## src/rtl/fp_mul_pipe_if.sv

```systemverilog
// Operand/result handshake bundle for fp_mul_pipe; widths follow EXP_W/MAN_W.
// master drives operands and out_ready, slave (the multiplier) drives results and in_ready.
interface fp_mul_pipe_if #(
  parameter int EXP_W = 8,
  parameter int MAN_W = 23
);
  localparam int W = EXP_W + MAN_W + 1;

  logic         in_valid;
  logic         in_ready;
  logic [W-1:0] x;
  logic [W-1:0] y;
  logic         out_valid;
  logic         out_ready;
  logic [W-1:0] result;
  logic         overflow;
  logic         underflow;
  logic         invalid;

  modport master (
    output in_valid, x, y, out_ready,
    input  in_ready, out_valid, result, overflow, underflow, invalid
  );

  modport slave (
    input  in_valid, x, y, out_ready,
    output in_ready, out_valid, result, overflow, underflow, invalid
  );
endinterface

```

## src/rtl/fp_mul_pipe.sv

```systemverilog
// Parametrised FP multiplier (FTZ, RNE); accept edge N -> result after edge N+3.
// Global stall when a result is held unconsumed: every stage freezes and in_ready drops.
module fp_mul_pipe #(
  parameter int EXP_W = 8,
  parameter int MAN_W = 23,
  localparam int W = EXP_W + MAN_W + 1
) (
  input  logic         clk,
  input  logic         rst,
  fp_mul_pipe_if.slave io
);

  localparam int EW = EXP_W + 2;
  localparam int PW = 2 * MAN_W + 2;

  localparam logic [EW-1:0]    BIAS     = EW'((1 << (EXP_W - 1)) - 1);
  localparam logic [EW-1:0]    EXP_MAX  = EW'((1 << EXP_W) - 1);
  localparam logic [EW-1:0]    EXP_ONE  = EW'(1);
  localparam logic [EXP_W-1:0] EXP_ONES = '1;
  localparam logic [W-1:0]     QNAN     = {1'b0, EXP_ONES, 1'b1, {(MAN_W-1){1'b0}}};

  typedef struct packed {
    logic         vld;
    logic [W-1:0] x;
    logic [W-1:0] y;
  } in_t;

  typedef struct packed {
    logic           vld;
    logic           sign;
    logic           is_spec;
    logic           spec_inv;
    logic [W-1:0]   spec_res;
    logic [EW-1:0]  exp;
    logic [MAN_W:0] mx;
    logic [MAN_W:0] my;
  } s1_t;

  typedef struct packed {
    logic          vld;
    logic          sign;
    logic          is_spec;
    logic          spec_inv;
    logic [W-1:0]  spec_res;
    logic [EW-1:0] exp;
    logic [PW-1:0] prod;
  } s2_t;

  typedef struct packed {
    logic         vld;
    logic [W-1:0] res;
    logic         ovf;
    logic         unf;
    logic         inv;
  } out_t;

  in_t  in_d,  in_q;
  s1_t  s1_d,  s1_q;
  s2_t  s2_d,  s2_q;
  out_t out_d, out_q;

  logic stall;

  assign stall       = out_q.vld & ~io.out_ready;
  assign io.in_ready = ~stall;

  assign io.out_valid = out_q.vld;
  assign io.result    = out_q.res;
  assign io.overflow  = out_q.ovf;
  assign io.underflow = out_q.unf;
  assign io.invalid   = out_q.inv;

  // Operand capture at the accept edge.
  always_comb begin
    in_d = in_q;
    if (!stall) begin
      in_d.vld = io.in_valid;
      in_d.x   = io.x;
      in_d.y   = io.y;
    end
  end

  logic             xs, ys;
  logic [EXP_W-1:0] xe, ye;
  logic [MAN_W-1:0] xf, yf;
  logic             x_zero, y_zero, x_inf, y_inf, x_nan, y_nan;

  assign {xs, xe, xf} = in_q.x;
  assign {ys, ye, yf} = in_q.y;

  assign x_zero = (xe == '0);
  assign y_zero = (ye == '0);
  assign x_inf  = (xe == EXP_ONES) && (xf == '0);
  assign y_inf  = (ye == EXP_ONES) && (yf == '0);
  assign x_nan  = (xe == EXP_ONES) && (xf != '0);
  assign y_nan  = (ye == EXP_ONES) && (yf != '0);

  // S1: classify, resolve special operands up front, biased exponent sum.
  always_comb begin
    s1_d = s1_q;
    if (!stall) begin
      s1_d.vld      = in_q.vld;
      s1_d.sign     = xs ^ ys;
      s1_d.exp      = EW'(xe) + EW'(ye) - BIAS;
      s1_d.mx       = {1'b1, xf};
      s1_d.my       = {1'b1, yf};
      s1_d.is_spec  = 1'b1;
      s1_d.spec_inv = 1'b0;
      s1_d.spec_res = '0;
      if (x_nan || y_nan) begin
        s1_d.spec_res = QNAN;
      end else if ((x_zero && y_inf) || (x_inf && y_zero)) begin
        s1_d.spec_res = QNAN;
        s1_d.spec_inv = 1'b1;
      end else if (x_inf || y_inf) begin
        s1_d.spec_res = {xs ^ ys, EXP_ONES, {MAN_W{1'b0}}};
      end else if (x_zero || y_zero) begin
        s1_d.spec_res = {xs ^ ys, {(W-1){1'b0}}};
      end else begin
        s1_d.is_spec = 1'b0;
      end
    end
  end

  // S2: full mantissa product, value in [1,4) with the point above bit 2*MAN_W.
  always_comb begin
    s2_d = s2_q;
    if (!stall) begin
      s2_d.vld      = s1_q.vld;
      s2_d.sign     = s1_q.sign;
      s2_d.is_spec  = s1_q.is_spec;
      s2_d.spec_inv = s1_q.spec_inv;
      s2_d.spec_res = s1_q.spec_res;
      s2_d.exp      = s1_q.exp;
      s2_d.prod     = PW'(s1_q.mx) * PW'(s1_q.my);
    end
  end

  logic           top;
  logic [PW-2:0]  norm;
  logic [EW-1:0]  e_norm;
  logic [EW-1:0]  e_rnd;
  logic [MAN_W-1:0] frac;
  logic           guard;
  logic           sticky;
  logic           rnd;
  logic [MAN_W:0] frac_r;

  // S3: normalise (drop hidden bit), RNE, renormalise on carry, range check, pack.
  always_comb begin
    top    = s2_q.prod[PW-1];
    norm   = top ? s2_q.prod[PW-2:0] : {s2_q.prod[PW-3:0], 1'b0};
    e_norm = s2_q.exp + EW'(top);
    frac   = norm[PW-2 -: MAN_W];
    guard  = norm[MAN_W];
    sticky = |norm[MAN_W-1:0];
    rnd    = guard & (sticky | frac[0]);
    frac_r = {1'b0, frac} + {{MAN_W{1'b0}}, rnd};
    e_rnd  = e_norm + EW'(frac_r[MAN_W]);

    out_d = out_q;
    if (!stall) begin
      out_d = '0;
      if (s2_q.vld) begin
        out_d.vld = 1'b1;
        if (s2_q.is_spec) begin
          out_d.res = s2_q.spec_res;
          out_d.inv = s2_q.spec_inv;
        end else if ($signed(e_rnd) >= $signed(EXP_MAX)) begin
          out_d.res = {s2_q.sign, EXP_ONES, {MAN_W{1'b0}}};
          out_d.ovf = 1'b1;
        end else if ($signed(e_rnd) < $signed(EXP_ONE)) begin
          out_d.res = {s2_q.sign, {(W-1){1'b0}}};
          out_d.unf = 1'b1;
        end else begin
          out_d.res = {s2_q.sign, e_rnd[EXP_W-1:0], frac_r[MAN_W-1:0]};
        end
      end
    end
  end

  always_ff @(posedge clk) begin
    if (rst) begin
      in_q  <= '0;
      s1_q  <= '0;
      s2_q  <= '0;
      out_q <= '0;
    end else begin
      in_q  <= in_d;
      s1_q  <= s1_d;
      s2_q  <= s2_d;
      out_q <= out_d;
    end
  end

endmodule

```

## src/flat_wrapper.sv

```systemverilog
// flat-port wrapper written by rule: the top's interface ports become plain ports
module fp_mul_pipe_flat 
#(
  parameter int EXP_W = 8,
  parameter int MAN_W = 23,
  localparam int W = EXP_W + MAN_W + 1
)
  (clk, rst, io_in_valid, io_x, io_y, io_out_ready, io_in_ready, io_out_valid, io_result, io_overflow, io_underflow, io_invalid);
  fp_mul_pipe_if #(.EXP_W(EXP_W), .MAN_W(MAN_W)) io_i ();
  input  logic clk;
  input  logic rst;
  input wire logic [$bits(io_i.in_valid)-1:0] io_in_valid;
  input wire logic [$bits(io_i.x)-1:0] io_x;
  input wire logic [$bits(io_i.y)-1:0] io_y;
  input wire logic [$bits(io_i.out_ready)-1:0] io_out_ready;
  output wire logic [$bits(io_i.in_ready)-1:0] io_in_ready;
  output wire logic [$bits(io_i.out_valid)-1:0] io_out_valid;
  output wire logic [$bits(io_i.result)-1:0] io_result;
  output wire logic [$bits(io_i.overflow)-1:0] io_overflow;
  output wire logic [$bits(io_i.underflow)-1:0] io_underflow;
  output wire logic [$bits(io_i.invalid)-1:0] io_invalid;
  assign io_i.in_valid = io_in_valid;
  assign io_i.x = io_x;
  assign io_i.y = io_y;
  assign io_i.out_ready = io_out_ready;
  assign io_in_ready = io_i.in_ready;
  assign io_out_valid = io_i.out_valid;
  assign io_result = io_i.result;
  assign io_overflow = io_i.overflow;
  assign io_underflow = io_i.underflow;
  assign io_invalid = io_i.invalid;
  fp_mul_pipe #(.EXP_W(EXP_W), .MAN_W(MAN_W)) u_core (.clk(clk), .rst(rst), .io(io_i));
endmodule
```

## config.mk

```make
export PLATFORM = sky130hd
export DESIGN_NAME = fp_mul_pipe_flat
export DESIGN_NICKNAME = d
export VERILOG_FILES = /design/src/rtl/fp_mul_pipe_if.sv /design/src/rtl/fp_mul_pipe.sv /design/src/flat_wrapper.sv
export SDC_FILE = /design/constraint.sdc
export NUM_CORES = 2
export LEC_CHECK = 0
export BUFFER_PORTS_ARGS = -buffer_cell sky130_fd_sc_hd__buf_4
export CORE_ASPECT_RATIO = 1.4
export CORE_MARGIN = 2
export CORE_UTILIZATION = 50
export CTS_CLUSTER_SIZE = 16
export DETAILED_ROUTE_END_ITERATION = 10
export PLACE_DENSITY = 0.75
export SLEW_MARGIN = 40
export SYNTH_ARGS = -nofsm -noshare
export SYNTH_HDL_FRONTEND = slang
export SYNTH_SLANG_ARGS = --single-unit
```

## constraint.sdc

```tcl
create_clock -name clk -period 7.24 [get_ports clk]
set_input_delay 1.81 -clock clk [delete_from_list [all_inputs] [get_ports clk]]
set_output_delay 1.81 -clock clk [all_outputs]
set_load 0.03 [all_outputs]
```

## Word-level counts from Yosys, hierarchy flattened

Index checks and enable logic that the tools add are counted.

| operators by class | value |
|---|---|
| mux-type cells | 19 |
| reduce and logical (&&, ||, !) cells | 17 |
| bitwise operators | 6 |
| add/sub/neg operators | 5 |
| $mul | 1 |
| magnitude comparators | 2 |
| equal/unequal tests | 2 |

Operator list:

| kind | count |
|---|---|
| $mux 32 | 5 |
| $mux 31 | 2 |
| $mul 24x24->48 | 1 |
| $mux 47 | 1 |
| $logic_not 23->1 | 2 |
| $reduce_bool 23->1 | 2 |
| $mux 36 | 1 |
| $add 23x1->24 | 1 |
| $reduce_or 23->1 | 1 |
| $add 10x1->10 | 2 |
| $eq 8x8->1 const B | 2 |
| $logic_not 8->1 | 2 |
| $ge 10x9->1 const B | 1 |
| $lt 10x2->1 const B | 1 |
| $sub 10x7->10 const B | 1 |
| $add 8x8->9 | 1 |
| $mux 1 | 8 |
| $logic_and 1x1->1 | 6 |
| $logic_or 1x1->1 | 4 |
| $mux 2 | 2 |
| $and 1x1->1 | 2 |
| $not 1->1 | 2 |
| $or 1x1->1 | 1 |
| $xor 1x1->1 | 1 |

| storage, ports and cells | value |
|---|---|
| output and inout port bits | 37 |
| register bits after elaboration | 289 |

## Depth between registers and ports, before layout

| logic depth | value |
|---|---|
| depth after elaboration | 11 |
| gate-level depth with buffers | 27 |
| gate-level depth less buffers | 25 |

## Worst setup path after synthesis

Ideal clock, no wire load.

| timing path | value |
|---|---|
| kind | register to register |
| start | register u_core.s1_q[3] in the netlist's numbering |
| end | register u_core.s2_q[42] in the netlist's numbering |
| required time | 7154 ps |
| slack | 414 ps |
| period minus slack after synthesis | 6826 ps |
| cell stages (with the launch flop) | 27 |
| buffers on the path | 2 |
| arrival time | 6741 ps |
| library setup time | 86 ps |
| cells stage by stage | dfxtp_1 > clkbuf_1 > nand2_1 > fa_1 > inv_1 > fa_1 > inv_1 > fa_1 > inv_1 > fa_1 > inv_1 > fa_1 > inv_1 > fa_1 > inv_1 > fa_1 > inv_1 > ha_1 > clkbuf_1 > and3_1 > a31o_1 > or4b_1 > a31oi_2 > o21ai_1 > o22a_1 > xnor2_1 > a211oi_1 |

| on the way | value |
|---|---|
| longest elaborated chain between the ends | 1 |

RTL lines:

| what | line | RTL |
|---|---|---|
| from (decl) | fp_mul_pipe.sv:58 | `s1_t s1_d, s1_q;` |
| from (signal assigned) | fp_mul_pipe.sv:185 | `s1_q <= '0;` |
| from (signal assigned) | fp_mul_pipe.sv:190 | `s1_q <= s1_d;` |
| $mul 24x24->48 | fp_mul_pipe.sv:135 | `s2_d.prod = PW'(s1_q.mx) * PW'(s1_q.my);` |
| to (signal assigned) | fp_mul_pipe.sv:186 | `s2_q <= '0;` |
| to (signal assigned) | fp_mul_pipe.sv:191 | `s2_q <= s2_d;` |
| to (decl) | fp_mul_pipe.sv:59 | `s2_t s2_d, s2_q;` |

No other way between the ends.
A chain may end at the register's enable or synchronous reset.

## Worst setup path after layout

| timing path | value |
|---|---|
| start | register u_core.s1_q[20] in the netlist's numbering |
| end | register u_core.s2_q[38] in the netlist's numbering |

Same word-level chain as after synthesis.

==> key figures <==
Yosys
  • Synth cell count leaders: nand2_1 (663), inv_1 (563), fa_1 (484)
  • Synth top area cells: fa_1 (34%), dfxtp_1 (16%), nand2_1 (8.6%)
  • Async S/R FF share, synth: 0%
  • Register bit total from synthesis: 230
  • Netlist cell types: 80
  • Synth Area in Adders: 41.7%
  • Post-Syn Nets: 4,177
  • Sequential cell area fraction in the yosys report: 16.0%
  • Count leader, synth: nand2_1
  • Main synth FF type: dfxtp_1
  • Syn_area_per_cell: 8.37 µm²
  • Post-synthesis xor/xnor area fraction: 2.10%
  • Mux cell area share after synthesis: 0.322%
  • Post-synth EDFFs: 0
  • Synth Area in Compound Gates: 9.79%
  • Largest family of logic cells by synthesized area: adder cells
  • Synth top area share: 33.6%
  • Synth Warn #: 0
  • Netlist Area Pre-Place: 0.0288 mm²
  • Cells after Synth: 3,440
  • Yosys top cell by area: fa_1
  • Simple-Gate Fraction of Synth Area: 20.0%

Run
  • Total of max-cap violations: 0

Placement
  • DP HPWL: 61.5 mm
  • RePlAce Congestion: 1.00
  • Inst Count DP: 4,247
  • Count of input and output buffers: 104

Final layout
  • Layout cell share with drive strength beyond 1: 9.73%
  • Diode count: 0
  • # fillers: 5,083
  • Post-Layout Cell Count: 4,287
  • Synth-to-layout area growth: 11.4%
  • Nets: 4,268

Critical path
  • Cells along the critical path: nand2_1 -> fa_1 -> inv_1 -> fa_1 -> fa_1 -> fa_1 -> fa_1 -> fa_1 -> inv_1 -> fa_1 -> inv_1 -> ha_1 -> buf_4 -> nand2_1 -> o21ai_0 -> buf_4 -> nand4_1 -> o41ai_2 -> a31oi_4 -> o31ai_1 -> a21oi_1 -> and3_1 -> a211o_1
  • Arrival time at the worst endpoint: 7.46 ns
  • Cell mode on critical path: fa_1
  • Req. time, crit path: 7.66 ns
  • CP Max Fanout: 12
  • Critical path type: reg -> reg
  • Slowest stage cell, crit path: dfxtp_1
  • Startpoint Class: flop
  • CP Capture Type: flop
  • Slowest stage delay, CP: 0.74 ns

STA
  • Worst Clk Skew: 0.0182 ns
  • Hold Vio Cnt, Final: 0
  • Min Clock Period, post-route: 7.04 ns
  • Actual slew at the worst max-slew pin: 0.754 ns
  • Max Transition Viols Final: 0
  • Hold_ws: 0.452 ns
  • Crit share post-route: 97.2%
  • Endpoints failing setup: 0
  • Slew headroom: 49.8%
  • Fmax: 142 MHz

Die
  • Die ar.: 0.0596 mm²
  • Num ports: 105
  • FP Rows: 104
  • Die width: 207 µm
  • Die Span Y: 288 µm
  • Total core area: 0.0573 mm²
  • Initial Utilization: 50.3%

Route
  • DR vias/cell: 5.43
  • Detailed-route via count: 23,289
  • Final ANT Viol Nets: 0
  • Residual DRC: 0
  • Post-Route WL: 76.6 mm
  • WL/cell: 17.9 µm
  • DRT Pass-1 Iters: 5
  • Initial DRC count: 1,693

Pwr
  • Power per cell area: 121 mW/mm²
  • Worst VDD drop: 0.000204 V
  • Static leakage: 15.1 nW
  • Total Power: 3.89 mW

GRT
  • Largest net degree at the start of global routing: 196
  • Total gr overflow: 0
  • First-pass GRT wire length: 125 mm
  • GR Util All Layers: 26.7%
  • Vias in the first global route: 24,245
  • Initial antenna violation count: 0

Clocking
  • Total CTS buffers: 23
  • H-tree Lvls: 1
  • CTS tree: yes
  • Deepest clock path buffer count: 3
  • Post-CTS Setup Inserts: 0
  • Clock transition at path regs: 0.07 ns
  • Worst-skew pair later-pin latency: 0.54 ns
  • Clock root buffer master: clkbuf_16
  • CTS sink cnt: 230

Worst hold path
  • Hold Crit Class: reg -> reg

Run status
  • Outcome: finished, final reports clean
## repair_timing
item | CTS | global route
hold buffers | 0 | 0
setup endpoints to repair | 1 | 15
hold endpoints to repair | 0 | 0
cloned | 0 | 0
pin swaps | 0 | 2
resized for setup | 1 | 17
## logic make-up after synthesis
kind of cell,after synthesis
AO/OA/AOI/OAI,469
multiplexers,9
XOR/XNOR,69
adder cells (fa/ha/maj),669
flip-flops,230
AND/OR/NAND/NOR,1226
buffers and inverters,768
## sequential cells by signal, indices dropped and copies added (netlist names)
signal	flops
u_core.s1_q	64
u_core.s2_q	65
u_core.io.underflow	1
u_core.io.overflow	1
u_core.io.out_valid	1
u_core.io.invalid	1
u_core.in_q	65
u_core.io.result	32
## worst max-delay path: cells and delay by family, from the launching register on
family	cells	cell delay (ns)
buffers and inverters	5	0.53
DFF	1	0.74
and+or+nand+nor	4	0.51
AOI/OAI and AO/OA	6	1.27
adders and majority gates	8	3.88
## stage by stage
stage,setup WS [ns],cell area [µm²],setup TNS [ns],utilization (%)
after CTS,0.0758,32000,0,55.8
final,0.202,32100,0,56.0
after detailed placement,0.0464,31100,0,54.4
after floorplan,0.414,28800,0,-
after global routing,-0.0697,32100,-0.0697,56.0
after global placement,0.116,31100,0,54.4
## placed cells by master (no fill, tap or decap), types with 21 or more instances in the layout
cell type  count
nand2_1      663
inv_1        563
fa_1         484
and2_1       311
buf_4        253
a21oi_1      250
dfxtp_1      223
ha_1         185
nor2_1        99
o21ai_0       47
xnor2_1       44
nand3_1       31
nand4_1       28
xor2_1        25
a211oi_1      24
clkbuf_16     23
nor4_1        21
## path summary, 6_finish.rpt
kind,from,endpoint,slack [ns],cells after the start
min,u_core.s1_q[57]$_SDFFE_PP0N_,u_core.s1_q[57]$_SDFFE_PP0N_,0.45,2
max reg2reg,u_core.s1_q[20]$_SDFFE_PP0N_,u_core.s2_q[38]$_SDFFE_PP0N_,0.20,23
min reg2reg,u_core.s1_q[57]$_SDFFE_PP0N_,u_core.s1_q[57]$_SDFFE_PP0N_,0.45,2
max,u_core.s1_q[20]$_SDFFE_PP0N_,u_core.s2_q[38]$_SDFFE_PP0N_,0.20,23
## report_power, final
part	internal (mW)	leakage [nW]	total (mW)	switching, mW
clock	0.808	0.398	1.35	0.539
combinational	0.447	12.8	1.08	0.631
sequential	1.34	1.89	1.46	0.117
total	2.60	15.1	3.89	1.29
## cell type report
type	instances	area [µm²]	area share (%)
flip-flops and latches	230	4610	14.4
repair buffers	270	2220	6.94
clock buffers	26	597	1.86
multi-input cells	2442	21400	66.6
inverters	564	2120	6.62
well taps	742	928	2.89
clock inverters	13	228	0.710
## routing by layer
| metal | vias to the layer above | routed length (µm) | GRT usage, % | part of all wire [%] |
|---|---|---|---|---|
| met5 | - | 0 | 0 | 0 |
| met4 | 0 | 3310 | 10.2 | 4.3 |
| met3 | 200 | 5230 | 3.66 | 6.8 |
| met2 | 793 | 38200 | 46.8 | 50 |
| met1 | 11486 | 29800 | 33.3 | 39 |
| li1 | 10810 | - | - | - |
(Power assumes the default switching activity.)
